<file path="src/rtl/fetch_redirect_ctrl.sv">
// rtl/fetch_redirect_ctrl.sv - PC owner and instruction-fetch sequencer with EX-stage redirect handling
module fetch_redirect_ctrl #(
    parameter logic [31:0] RESET_PC = 32'h0000_0000
) (
    input  logic        clk,
    input  logic        rst_n,
    input  logic        stall,
    input  logic        ex_valid,
    input  logic        jump_flag,
    input  logic [31:0] next_pc,
    output logic        imem_req,
    output logic [31:0] imem_addr,
    input  logic        imem_ack,
    input  logic [31:0] imem_rdata,
    output logic        if_valid,
    output logic [31:0] if_pc,
    output logic [31:0] if_inst,
    output logic        flush_if,
    output logic        flush_id,
    output logic        misaligned,
    output logic [31:0] redirect_cnt
);

    localparam logic [31:0] NOP = 32'h0000_0013;

    typedef enum logic [1:0] {
        BOOT,
        FETCH,
        DRAIN,
        HOLD
    } state_t;

    state_t      state;
    state_t      state_nxt;
    logic [31:0] pc;
    logic [31:0] drain_addr;
    logic [31:0] hold_pc;
    logic [31:0] hold_inst;

    logic        redirect;
    logic [31:0] redirect_pc;
    logic        take_word;
    logic        hold_load;
    logic        hold_deliver;
    logic        pc_advance;
    logic        drain_load;

    assign redirect    = ex_valid & jump_flag;
    assign redirect_pc = {next_pc[31:2], 2'b00};
    assign flush_if    = redirect;
    assign flush_id    = redirect;

    always_comb begin
        state_nxt    = state;
        imem_req     = 1'b0;
        imem_addr    = pc;
        take_word    = 1'b0;
        hold_load    = 1'b0;
        hold_deliver = 1'b0;
        pc_advance   = 1'b0;
        drain_load   = 1'b0;
        case (state)
            BOOT: begin
                state_nxt = FETCH;
            end
            FETCH: begin
                imem_req = 1'b1;
                if (redirect) begin
                    // An unacked request must be allowed to complete before the target is issued.
                    if (!imem_ack) begin
                        state_nxt  = DRAIN;
                        drain_load = 1'b1;
                    end
                end else if (imem_ack) begin
                    pc_advance = 1'b1;
                    if (stall) begin
                        hold_load = 1'b1;
                        state_nxt = HOLD;
                    end else begin
                        take_word = 1'b1;
                    end
                end
            end
            DRAIN: begin
                imem_req  = 1'b1;
                imem_addr = drain_addr;
                if (imem_ack) begin
                    state_nxt = FETCH;
                end
            end
            HOLD: begin
                if (redirect) begin
                    state_nxt = FETCH;
                end else if (!stall) begin
                    hold_deliver = 1'b1;
                    state_nxt    = FETCH;
                end
            end
            default: begin
                state_nxt = BOOT;
            end
        endcase
    end

    always_ff @(posedge clk or negedge rst_n) begin
        if (!rst_n) begin
            state      <= BOOT;
            pc         <= RESET_PC;
            drain_addr <= RESET_PC;
        end else begin
            state <= state_nxt;
            if (redirect) begin
                pc <= redirect_pc;
            end else if (pc_advance) begin
                pc <= pc + 32'd4;
            end
            if (drain_load) begin
                drain_addr <= pc;
            end
        end
    end

    always_ff @(posedge clk or negedge rst_n) begin
        if (!rst_n) begin
            hold_pc   <= 32'h0;
            hold_inst <= NOP;
        end else if (hold_load) begin
            hold_pc   <= pc;
            hold_inst <= imem_rdata;
        end
    end

    // if_* only change when decode consumes (stall=0) or a redirect kills the stage.
    always_ff @(posedge clk or negedge rst_n) begin
        if (!rst_n) begin
            if_valid <= 1'b0;
            if_pc    <= 32'h0;
            if_inst  <= NOP;
        end else if (redirect) begin
            if_valid <= 1'b0;
        end else if (take_word) begin
            if_valid <= 1'b1;
            if_pc    <= pc;
            if_inst  <= imem_rdata;
        end else if (hold_deliver) begin
            if_valid <= 1'b1;
            if_pc    <= hold_pc;
            if_inst  <= hold_inst;
        end else if (!stall) begin
            if_valid <= 1'b0;
        end
    end

    always_ff @(posedge clk or negedge rst_n) begin
        if (!rst_n) begin
            misaligned   <= 1'b0;
            redirect_cnt <= 32'h0;
        end else begin
            misaligned <= redirect & (|next_pc[1:0]);
            if (redirect) begin
                redirect_cnt <= redirect_cnt + 32'd1;
            end
        end
    end

endmodule

</file>
<file path="config.mk">
export PLATFORM = sky130hd
export DESIGN_NAME = fetch_redirect_ctrl
export DESIGN_NICKNAME = d
export VERILOG_FILES = /design/src/rtl/fetch_redirect_ctrl.sv
export SDC_FILE = /design/constraint.sdc
export NUM_CORES = 1
export LEC_CHECK = 0
export CORE_MARGIN = 3
export CORE_UTILIZATION = 56
export DETAILED_ROUTE_END_ITERATION = 8
export PLACE_DENSITY_LB_ADDON = 0.25
export SETUP_SLACK_MARGIN = 0.15
export SYNTH_ARGS = -nofsm -noshare
export SYNTH_HDL_FRONTEND = slang
export SYNTH_SLANG_ARGS = --single-unit
</file>
<file path="constraint.sdc">
create_clock -name clk -period 3.35 [get_ports clk]
set_input_delay 0.67 -clock clk [delete_from_list [all_inputs] [get_ports clk]]
set_output_delay 0.67 -clock clk [all_outputs]
set_load 0.1 [all_outputs]
</file>
==> impl_metrics.yaml, run 1 <==
global_route:
  antenna_found_initial: 1
  grtUsageTotal: 0.2438
  overflow: 0
  grt_pass1_vias: 7608
  grt_max_degree: 95
  grt_pass1_wl_mm: 38.86
logic_synthesis:
  yosys_warnings: 0
  yosysSeqAreaShare: 0.5559
  ys_ff_latch: 220
  syn_area_per_cell_um2: 11.44
  yosysTopAreaCell: "dfrtp_1"
  synth_cells: 867
  synth.area.top_cells: "dfrtp_1, mux2_2, mux2i_1"
  synth_cell_types: 37
  synth.cell_area_mm2: 0.009917
  yosysTopAreaCellShare: 0.5400
drt:
  drc: 0
  ant_nets: 0
  drt_pre_antenna_iters: 5
  first_iter_violations: 369
  drt-total-wl_mm: 23.54
  vias: 7225
  via_per_inst: 5.592
  post_drt_wl_per_cell_um: 18.22
pwr:
  ir_worst_vdd_uv: 964.1
  powerDensity_mw_per_mm2: 1093
  total_power_uw: 14230
  p_leak_uw: 0.005584
timing:
  slew_violations: 0
  finalCriticalPeriod_ns: 2.958
  fmax_ghz: 0.3381
  setup_viol: 0
  skew_ns: 0.02202
  period_share: 0.8830
  tightest_slew_ns: 0.9730
  slew_headroom: 0.3493
  rsz0062_at_grt: "no"
  hold_viol: 0
final_layout:
  layout-drive-gt1-share: 0.2917
  finalNonFillerCells: 1292
  seq_area_mm2: 0.005513
  syn_to_final_growth_pct: 31.29
  final_nets: 1123
  nFillCells: 1183
  multi_input_area_mm2: 0.004124
clocking:
  clkTransAtPathRegs_ns: 0.06
  cts_root_buffer: "clkbuf_16"
  cts_tree: "yes"
  cts.sinks: 220
  h-tree-depth: 1
  cts_buffer_depth: 3
  clock_latency_ns: 0.52
  postCtsSetupBuffers: 0
  cts_resized: 0
  numCtsBuffers: 24
  hold_buffers: 0
die:
  die_area_mm2: 0.01934
  rows: 48
  initial_utilization: 0.5734
  die_x_um: 139.1
  core_region_area_mm2: 0.01730
  die_h_um: 139.1
  io_pins: 203
setup_path:
  max_stage_delay_ns: 0.48
  startpoint_type: "register"
  path_class: "register to primary output"
  reg2reg_setup_slack_ns: 0.93
  r2r_cells: 7
  worstPathMaxFanout: 22
  worstPathRequired_ns: 2.68
  cpMaxStageDelayCell: "ha_2"
  cp_common_cell: "buf_12"
  worstPathCellList: "inv_1, ha_2, buf_12, mux2_2, buf_12"
  critPathCaptureType: "primary output"
  r2r-start: "state[1]"
  critPathArrivalTime_ns: 2.29
  rr_endpoint: "pc[30]"
place:
  gp_congestion: 0.8196
  hpwlAfterDp_mm: 15.51
  dp_cells: 1247
  portBuffers: 198
worst_hold_path:
  holdCritPathClass: "input pin to async pin"
outcome:
  status: "complete, no violations"
flow_run:
  drv_cap: 0
[cell usage after synthesis]
library cell,count
dfrtp_1,214
mux2_2,114
nor2_1,80
nand2_1,70
a21oi_1,66
mux2i_1,63
xnor2_1,39
o21ai_0,37
clkbuf_1,31
nand3_1,24
xor2_1,19
buf_2,17
nand4_1,17
buf_4,8
inv_1,8
nor3_1,8
nor4_1,7
and3_1,6
dfstp_2,6
and4_1,5
buf_1,5
ha_1,5
a31oi_1,2
clkbuf_2,2
or4_1,2
a31o_2,1
a32oi_1,1
and2_1,1
and4_2,1
conb_1,1
nand2_2,1
nand4_2,1
nor4b_1,1
o211ai_1,1
or3_1,1
or3b_4,1
or4_4,1
[how the worst max path moves through the flow]
stage	from	to	slack (ns)	cells past startpoint
after global routing	state[0]	imem_addr[16]	0.30	5
final	state[0]	imem_addr[16]	0.39	5
after floorplan	state[0]	imem_addr[12]	-0.43	5
after CTS	state[0]	imem_addr[16]	0.36	5
after detailed placement	imem_ack	pc[18]	0.51	6
after global placement	imem_ack	pc[26]	0.57	6
[power breakdown]
part / switching, uW / internal [uW] / leakage [uW]
sequential: 660 / 3720 / 0.00267
clock: 1040 / 1630 / 0.000399
combinational: 5170 / 2020 / 0.00252
[kinds of logic (layout without fill, tap and decap cells)]
group,count (synthesis),in the layout,synth area share
compound gates,108,108,0.05577
xor+xnor,58,58,0.05122
fa+ha+maj,5,5,0.006308
buf+inv,71,267,0.03230
flops,220,220,0.5559
mux,177,177,0.1930
other cells,1,5,0.0003781
simple gates,227,227,0.1051
[worst max-delay path: cells and delay by family, from the launching register on]
family / cells / cell delay [ns]
multiplexers: 1 / 0.38
buffers and inverters: 3 / 0.50
adder cells (fa/ha/maj): 1 / 0.48
flip-flops: 1 / 0.41
[stage by stage]
stage          hold WS [ns]  setup slack, ns  utilization  area, um^2  TNS [ns]
2_1_floorplan        0.3744          -0.4259            -        9930    -1.278
3_3_place_gp         0.4615           0.5743       0.7058       12210         0
3_5_place_dp         0.4758           0.5112       0.7058       12210         0
4_1_cts              0.2041           0.3629       0.7526       13020         0
5_1_grt              0.2385           0.2994       0.7527       13020         0
6_report             0.1772           0.3920       0.7527       13020         0
[cell type report]
class                           instances  area share
Timing Repair Buffer                  215      0.1736
Multi-Input combinational cell        579      0.3167
Tap cell                              225     0.02162
Sequential cell                       220      0.4234
Clock inverter                          8    0.007111
Antenna cell                            1   0.0001922
Inverter                                8    0.002306
Clock buffer                           36     0.05506
[layer usage]
metal | part of all wire | vias up | global-route usage | wire length (um)
met3 | 0.050 | 55 | 0.04034 | 1177
met5 | 0 | - | 0 | 0
met4 | 0.034 | 0 | 0.07724 | 809
met1 | 0.42 | 3597 | 0.3228 | 9772
met2 | 0.50 | 207 | 0.4152 | 11780
li1 | - | 3366 | - | -
[sequential cells by signal, summed over array words and instances (netlist names)]
name and count:
hold_pc 30, pc 30, drain_addr 30, hold_inst 32, if_pc 30, if_valid 1
redirect_cnt 32, misaligned 1, if_inst 32, state 2
[placed cells by master, fill, tap and decap left out, types with 6 or more instances in the layout]
cell and count:
nand2_1 69, buf_12 36, nor4_1 6, a21oi_1 66, xnor2_1 39, mux2i_1 63, nor3_1 7, o21ai_0 37
mux2_2 114, dfstp_2 6, clkbuf_16 25, clkbuf_1 6, clkdlybuf4s50_1 75, nor2_1 79, nand3_1 23, buf_4 103
and3_1 6, dfrtp_1 214, xor2_1 19, inv_1 7, nand4_1 17
Power figures use the tool's default switching activity.
==> run 2, diff against run 1 <==
- CELL_PAD_IN_SITES_DETAIL_PLACEMENT: default -> 2
- CELL_PAD_IN_SITES_GLOBAL_PLACEMENT: default -> 2
- CORE_UTILIZATION: 56 -> 36
==> run 2 against run 1 <==
Hold slack lost 0.024 ns. Count of clock-buffer cells in the layout grew 5. Clock skew shrank 0.011 ns. Global-route usage shrank 4.8 points. Total power grew 2.5%.
==> impl_metrics.yaml, run 2 (synthesized netlist as in run 1, its figures left out) <==
final_layout:
  finalNonFillerCells: 1416
  nFillCells: 2683
  layout-drive-gt1-share: 0.3029
  syn_to_final_growth_pct: 33.94
  final_cell_area_mm2: 0.01328
  final_common_cell: "dfrtp_1"
  reg_top3: "hold_inst x32, if_inst x32, redirect_cnt x32"
  final_nets: 1128
  final_cell_mix: "dfrtp_1, mux2_2, buf_4"
setup_path:
  cpMaxStageDelayCell: "ha_4"
  worstPathRequired_ns: 2.68
  path_class: "register to primary output"
  startpoint_type: "register"
  critPathCaptureType: "primary output"
  worstPathMaxFanout: 23
  critPathArrivalTime_ns: 2.27
  worstPathCellList: "inv_1, ha_4, buf_4, mux2_2, buf_12"
  max_stage_delay_ns: 0.41
place:
  portBuffers: 198
  dp_cells: 1366
  post-place-ws_ns: 0.4293
  hpwlAfterDp_mm: 19.33
  gp_congestion: 0.7511
  place_area_mm2: 0.01240
pwr:
  p_leak_uw: 0.005651
  total_power_uw: 14590
  ir_worst_vdd_uv: 684.7
  powerDensity_mw_per_mm2: 1098
timing:
  slew_violations: 0
  tightest_slew_ns: 0.9647
  rsz0062_at_grt: "no"
  skew_ns: 0.01095
  hold_viol: 0
  finalCriticalPeriod_ns: 2.937
  fmax_ghz: 0.3405
  slew_headroom: 0.3549
  setup_slack_ns: 0.4132
  period_share: 0.8767
  setup_viol: 0
global_route:
  grt_max_degree: 98
  antenna_found_initial: 2
  grtUsageTotal: 0.1963
  overflow: 0
  grt_pass1_wl_mm: 46.46
  grt_pass1_vias: 8182
clocking:
  cts_buffer_depth: 3
  hold_buffers: 0
  cts_resized: 1
  postCtsSetupBuffers: 0
  cts_tree: "yes"
  clkTransAtPathRegs_ns: 0.06
  cts.sinks: 220
  numCtsBuffers: 26
  h-tree-depth: 1
  clock_latency_ns: 0.52
  cts_root_buffer: "clkbuf_16"
drt:
  via_per_inst: 5.119
  drt-total-wl_mm: 29.10
  drc: 0
  post_drt_wl_per_cell_um: 20.55
  vias: 7249
  ant_nets: 0
  drt_pre_antenna_iters: 4
  first_iter_violations: 320
die:
  core_region_area_mm2: 0.02703
  rows: 60
  die_area_mm2: 0.02958
  io_pins: 203
  initial_utilization: 0.3669
  die_h_um: 172.0
  die_x_um: 172.0
flow_run:
  drv_cap: 0
outcome:
  status: "complete, no violations"
worst_hold_path:
  holdCritPathClass: "input pin to async pin"
## run 2: layout make-up
type,instances,area [um^2],area share
inverter,8,30.03,0.002261
clock inverter,7,62.56,0.004710
clock buffer,41,808.3,0.06085
timing repair buffer,218,2292,0.1726
tap,341,426.7,0.03212
sequential,220,5513,0.4150
antenna,2,5.005,0.0003768
multi-input combinational,579,4145,0.3121
## run 2: final timing paths
check / from / cells past startpoint / to / slack, ns
setup / recovery: state[0] / 5 / imem_addr[6] / 0.41
hold / removal: rst_n / 1 / if_inst[16] / 0.15
setup reg to reg: state[1] / 7 / pc[31] / 0.88
hold reg to reg: drain_addr[29] / 2 / drain_addr[29] / 0.48
max in group asynchronous: rst_n / 2 / pc[22] / 2.33
min in group clk: drain_addr[29] / 2 / drain_addr[29] / 0.48
## run 2: per-stage QoR
| stage | hold WS [ns] | setup TNS (ns) | util |
|---|---|---|---|
| 4_1_cts | 0.1697 | 0 | 0.4913 |
| 3_5_place_dp | 0.4756 | 0 | 0.4587 |
| 6_report | 0.1527 | 0 | 0.4915 |
| 2_1_floorplan | 0.3744 | -1.278 | - |
| 5_1_grt | 0.2004 | 0 | 0.4914 |
| 3_3_place_gp | 0.4621 | 0 | 0.4587 |
## run 2: where the power goes
part	total [uW]	switching [uW]	internal [uW]	leakage, uW
registers	4430	704	3720	0.00267
logic	7320	5280	2040	0.00255
clock network	2840	1120	1720	0.000431
total	14600	7100	7490	0.00565
## run 2: per-layer routing
metal | share of wire | GRT usage
met2 | 0.50 | 0.3384
met1 | 0.44 | 0.2624
met3 | 0.045 | 0.03361
met5 | 0.00069 | 0
met4 | 0.016 | 0.03888
## run 2: critical path, delay by kind of cell (launching register included)
kind / cells / cell delay [ns]
adders and majority gates: 1 / 0.41
buffers and inverters: 3 / 0.55
DFF: 1 / 0.39
muxes: 1 / 0.38
